File: src/rtl/jtag_uart_pkg.sv
// rtl/jtag_uart_pkg.sv - shared constants and FSM encoding for the JTAG UART controller
package jtag_uart_pkg;
  localparam int DR_W    = 10;
  localparam int CAP_TXP = 9;
  localparam int CAP_RXF = 8;
  localparam int UPD_WR  = 9;
  localparam int UPD_ACK = 8;

  typedef enum logic [1:0] {
    IDLE,
    CAPT,
    SHIFT,
    COMMIT
  } state_t;
endpackage

File: src/rtl/jtag_sync.sv
// rtl/jtag_sync.sv - multi-flop 1-bit synchronizer for TAP inputs into sys_clk
module jtag_sync #(
  parameter int STAGES = 2
) (
  input  logic clk,
  input  logic rst,
  input  logic d,
  output logic q
);
  logic [STAGES-1:0] ff;

  always_ff @(posedge clk or posedge rst) begin
    if (rst) ff <= '0;
    else     ff <= {ff[STAGES-2:0], d};
  end

  assign q = ff[STAGES-1];
endmodule

File: src/rtl/jtag_uart_ctrl.sv
// rtl/jtag_uart_ctrl.sv - user-chain DR sequencer exposing a one-byte tx/rx link to sys_clk
module jtag_uart_ctrl
  import jtag_uart_pkg::*;
#(
  parameter int SYNC_STAGES = 2
) (
  input  logic       sys_clk,
  input  logic       sys_rst,
  input  logic       jtag_tck,
  input  logic       jtag_tdi,
  output logic       jtag_tdo,
  input  logic       jtag_shift,
  input  logic       jtag_update,
  input  logic       jtag_reset,
  input  logic [7:0] tx_data,
  input  logic       tx_valid,
  output logic       tx_ready,
  output logic [7:0] rx_data,
  output logic       rx_valid,
  input  logic       rx_ready,
  output logic       rx_overflow
);
  logic [4:0] tap_in;
  logic [4:0] tap_s;
  logic       tck_s, tdi_s, shift_s, update_s, treset_s;
  logic       tck_h, shift_h, update_h;
  logic       tck_rise, tck_fall, shift_rise, shift_fall, update_rise;

  state_t          state, state_nxt;
  logic [DR_W-1:0] sr;
  logic [DR_W-1:0] cap_word;
  logic [7:0]      tx_buf;
  logic            tx_pend;
  logic            commit;

  // Identical sync depth on every TAP input keeps their relative ordering intact.
  assign tap_in = {jtag_reset, jtag_update, jtag_shift, jtag_tdi, jtag_tck};

  for (genvar i = 0; i < 5; i++) begin : g_sync
    jtag_sync #(.STAGES(SYNC_STAGES)) u_sync (
      .clk (sys_clk),
      .rst (sys_rst),
      .d   (tap_in[i]),
      .q   (tap_s[i])
    );
  end

  assign {treset_s, update_s, shift_s, tdi_s, tck_s} = tap_s;

  assign tck_rise    = tck_s & ~tck_h;
  assign tck_fall    = ~tck_s & tck_h;
  assign shift_rise  = shift_s & ~shift_h;
  assign shift_fall  = ~shift_s & shift_h;
  assign update_rise = update_s & ~update_h;

  assign cap_word = {tx_pend, rx_valid, tx_buf};
  assign commit   = (state == COMMIT) && !treset_s;
  assign tx_ready = ~tx_pend;

  always_ff @(posedge sys_clk or posedge sys_rst) begin
    if (sys_rst) state <= IDLE;
    else         state <= state_nxt;
  end

  always_comb begin
    state_nxt = state;
    if (treset_s) begin
      state_nxt = IDLE;
    end else begin
      case (state)
        IDLE: begin
          if (shift_rise)       state_nxt = CAPT;
          else if (update_rise) state_nxt = COMMIT;
        end
        CAPT:    state_nxt = SHIFT;
        SHIFT:   if (shift_fall) state_nxt = IDLE;
        COMMIT:  state_nxt = IDLE;
        default: state_nxt = IDLE;
      endcase
    end
  end

  always_ff @(posedge sys_clk or posedge sys_rst) begin
    if (sys_rst) begin
      tck_h    <= 1'b0;
      shift_h  <= 1'b0;
      update_h <= 1'b0;
      sr       <= '0;
      jtag_tdo <= 1'b0;
    end else begin
      tck_h    <= tck_s;
      shift_h  <= shift_s;
      update_h <= update_s;
      if (treset_s) begin
        sr       <= '0;
        jtag_tdo <= 1'b0;
      end else if (state == CAPT) begin
        sr       <= cap_word;
        jtag_tdo <= cap_word[0];
      end else if (state == SHIFT) begin
        if (tck_rise) sr       <= {tdi_s, sr[DR_W-1:1]};
        if (tck_fall) jtag_tdo <= sr[0];
      end
    end
  end

  // A host ack only matters while a byte is pending, so a same-cycle accept never collides with it.
  always_ff @(posedge sys_clk or posedge sys_rst) begin
    if (sys_rst) begin
      tx_buf      <= '0;
      tx_pend     <= 1'b0;
      rx_data     <= '0;
      rx_valid    <= 1'b0;
      rx_overflow <= 1'b0;
    end else begin
      if (tx_valid && !tx_pend) begin
        tx_buf  <= tx_data;
        tx_pend <= 1'b1;
      end else if (commit && sr[UPD_ACK]) begin
        tx_pend <= 1'b0;
      end

      if (commit && sr[UPD_WR]) begin
        if (!rx_valid || rx_ready) begin
          rx_data  <= sr[7:0];
          rx_valid <= 1'b1;
        end else begin
          rx_overflow <= 1'b1;
        end
      end else if (rx_valid && rx_ready) begin
        rx_valid <= 1'b0;
      end
    end
  end
endmodule

File: config.mk
export PLATFORM = sky130hd
export DESIGN_NAME = jtag_uart_ctrl
export DESIGN_NICKNAME = d
export VERILOG_FILES = /design/src/rtl/jtag_uart_pkg.sv /design/src/rtl/jtag_sync.sv /design/src/rtl/jtag_uart_ctrl.sv
export SDC_FILE = /design/constraint.sdc
export NUM_CORES = 1
export LEC_CHECK = 0
export ABC_AREA = 0
export BUFFER_PORTS_ARGS = -buffer_cell sky130_fd_sc_hd__buf_2
export CORE_ASPECT_RATIO = 1.1
export CORE_MARGIN = 2
export CORE_UTILIZATION = 55
export DETAILED_ROUTE_END_ITERATION = 16
export PLACE_DENSITY = 0.9
export SLEW_MARGIN = 20
export SYNTH_ARGS = -nofsm -noshare
export SYNTH_HDL_FRONTEND = slang
export SYNTH_SLANG_ARGS = --single-unit
File: constraint.sdc
create_clock -name sys_clk -period 2.1 [get_ports sys_clk]
set_clock_uncertainty 0.1 [all_clocks]
set_input_delay 0.42 -clock sys_clk [delete_from_list [all_inputs] [get_ports sys_clk]]
set_output_delay 0.42 -clock sys_clk [all_outputs]
set_load 0.005 [all_outputs]
==> metrics.txt <==
clock tree from TritonCTS built; IO Port Bufs 28; worst vdd ir between 500 and 600 uV; worst-skew pair later-pin latency about 0.36 ns; weighted congestion at the end of routability-driven global placement roughly 0.75; setup-violating endpoint count in the final report 0; number of buffers inserted by hold repair at cts 0; Worst Tran Pin Value about 0.54 ns; cells on worst reg2reg path 5; total track usage 0.184; MaxCap Viol Count 0; maximum buffer depth of the clock tree 2; count of unresolved DRC violations after routing 0; wire length of the first global-routing pass 5.30 mm; CTS Sinks 45; overflow left after global routing 0; net count after synthesis 159; sort of element at the end of the critical path flip-flop; total half-perimeter wirelength after legalization and detailed placement between 2 and 2.5 mm; first drt pass iteration count 2; core utilization of the finished layout 0.642; wire per inst 13.8 um; clock-pin slew on the worst setup and hold paths roughly 0.13 ns; post-synthesis area per instance 13.9 um2; ratio of cells with drive above 1 in the final layout 0.392; Fmax achieved ~540 MHz; total length of routed wires between 3 and 4 mm; TritonCTS Buffers 5; FF+latch area roughly 1100 um2; fill count ~250; Min-Delay Path Class in2async; data arrival time at the worst-slack endpoint approximately 2 ns; pre-CTS setup slack 0.259 ns; number of buffers and inverters on the critical path 1; vias after detailed routing 1112; PnR worst setup slack roughly 0.26 ns; outcome finished, final reports clean; core outline area approximately 3300 um2; antenna violations before repair 0; initial core utilization 0.571; Setup crit start kind flip-flop; number of placement rows 22; YS warnings 0; number of global-route vias before repair roughly 1200; critical path start-end classification reg2reg; unrepaired setup endpoints after global routing no; netlist area before placement about 1900 um2; setup TNS 0 ns; power per cell area between 700 and 800 nW/um2; P_leak approximately 1.1 nW; pin count of the biggest net entering global routing 46; area added between synthesis and finish 12.4%; total design power 1.63 mW; CP top delay family flip-flops; average vias per placed instance between 5 and 6; multi-input logic area between 700 and 800 um2; Die Y-Extent around 66 um; cell with the largest stage delay on the worst path sky130_fd_sc_hd__dfrtp_1; critical path required time ~2.3 ns; CTS root buf sky130_fd_sc_hd__clkbuf_4; setup repair bufs after CTS 0; biggest cell delay along the critical path 0.46 ns; horizontal extent of the die approximately 60 um; Levels on crit path 5; gate count of the mapped netlist between 100 and 150; Total Die Area between 3000 and 4000 um2; slew margin rel. 0.639; number of inserted diodes 0; CP Cell Sequence inv_1, ha_1, o21ai_1, nand2b_1, mux2_2; fin crit period about 1.8 ns; Iteration-0 DRC Markers 19; number of distinct library cell variants in the gate-level netlist after synthesis 26; count of pins on the block boundary 29; highest fanout seen on the critical path 10; layout net count between 150 and 200; final worst-path cycle share 0.877; Yosys reg bits 45; final hold viol count 0; antenna violation net count after detailed routing 0; count of cells resized by post-cts repair 0; sequential fraction of the synthesis area 0.592; CTS H-tree lvls 2; Final Max Tran Viols 0
## report_power, final
group	total [mW]	internal [mW]	switching, mW
Combinational	0.229	0.123	0.106
Clock	0.402	0.126	0.276
Sequential	0.998	0.944	0.0546
## worst register-to-register path, delay by kind of cell, from the launching register on
family	cells	cell delay [ns]
AOI/OAI and AO/OA	1	0.06
adders and majority gates	1	0.30
buffers and inverters	1	0.09
DFF	1	0.46
muxes	1	0.39
and+or+nand+nor	1	0.33
## cells by family (layout without fill, tap and decap cells)
group           count (synthesis)  count (layout)  synth area share
fa+ha+maj                       5               5            0.0329
flops                          45              45             0.592
simple gates                   29              29            0.0809
mux                            37              37             0.228
buf+inv                        12              46            0.0382
compound gates                  9               9            0.0283
## final cells by class
class | count | area share
inverters | 6 | 0.0105
repair buffers | 32 | 0.0796
clock inverters | 3 | 0.00820
clock buffers | 5 | 0.0176
multi-input cells | 80 | 0.329
well taps | 48 | 0.0281
flip-flops and latches | 45 | 0.527
## metal layers
| layer | global-route usage | share of wire | wire length (um) |
|---|---|---|---|
| met1 | 0.236 | 0.43 | 1310 |
| met2 | 0.293 | 0.51 | 1560 |
| met3 | 0.0354 | 0.036 | 109 |
| met4 | 0.0917 | 0.019 | 59 |
| met5 | 0 | 0 | 0 |
## registers in the layout, indices dropped and copies added (netlist names), 2 cells and up
signal,flops
g_sync.u_sync.ff,10
rx_data,8
sr,10
state,2
tx_buf,8
## stage by stage
stage / cells / hold WS (ns) / cell area [um2]
final: 219 / 0.0590 / 2140
after global routing: 219 / 0.0345 / 2140
after CTS: 219 / 0.0359 / 2140
after detailed placement: 211 / 0.236 / 2080
after global placement: 211 / 0.232 / 2080
after floorplan: 137 / 0.231 / 1900
## placed cells by master, fill, tap and decap left out, types with 2 or more instances in the layout
cell and instances:
sky130_fd_sc_hd__mux2_2 17, sky130_fd_sc_hd__nand2b_1 4, sky130_fd_sc_hd__a31oi_1 2, sky130_fd_sc_hd__nand2_1 4, sky130_fd_sc_hd__mux2_4 8, sky130_fd_sc_hd__clkinv_2 2, sky130_fd_sc_hd__o21ai_0 2, sky130_fd_sc_hd__a21oi_1 2
sky130_fd_sc_hd__nor2_1 12, sky130_fd_sc_hd__dfrtp_1 45, sky130_fd_sc_hd__ha_1 5, sky130_fd_sc_hd__buf_2 28, sky130_fd_sc_hd__buf_4 4, sky130_fd_sc_hd__mux2i_1 11, sky130_fd_sc_hd__inv_1 5, sky130_fd_sc_hd__nor3_1 2
sky130_fd_sc_hd__nor2b_1 3, sky130_fd_sc_hd__clkbuf_4 5
## path summary, 6_finish.rpt
path	start	end	slack, ns
min in group sys_clk	jtag_tdi	g_sync[1].u_sync.ff[0]$_DFF_PP0_	0.06
worst max-delay path	state[0]$_DFFE_PP0P_	sr[6]$_DFFE_PP0P_	0.26
worst min-delay path	sys_rst	g_sync[2].u_sync.ff[0]$_DFF_PP0_	0.06
max in group asynchronous	sys_rst	g_sync[2].u_sync.ff[1]$_DFF_PP0_	1.47
worst min register to register	g_sync[0].u_sync.ff[0]$_DFF_PP0_	g_sync[0].u_sync.ff[1]$_DFF_PP0_	0.26
worst max register to register	state[0]$_DFFE_PP0P_	sr[6]$_DFFE_PP0P_	0.26
## cell usage after synthesis, drive strengths merged
| cell | n | area (um2) |
|---|---|---|
| dfrtp | 45 | 1130 |
| nand2 | 4 | 15.0 |
| a21oi | 2 | 10.0 |
| clkbuf | 1 | 3.75 |
| nor3 | 2 | 10.0 |
| nor2 | 12 | 45.0 |
| nor2b | 4 | 32.5 |
| ha | 5 | 62.6 |
| a31oi | 2 | 12.5 |
| a311oi | 1 | 8.76 |
| and3 | 1 | 11.3 |
| mux2i | 11 | 110 |
| nor3b | 1 | 7.51 |
| buf | 5 | 46.3 |
| o21ai | 3 | 15.0 |
| inv | 6 | 22.5 |
| nand3b | 1 | 7.51 |
| o21bai | 1 | 7.51 |
| nand2b | 4 | 25.0 |
| mux2 | 26 | 323 |
Power figures use the tool's default switching activity.
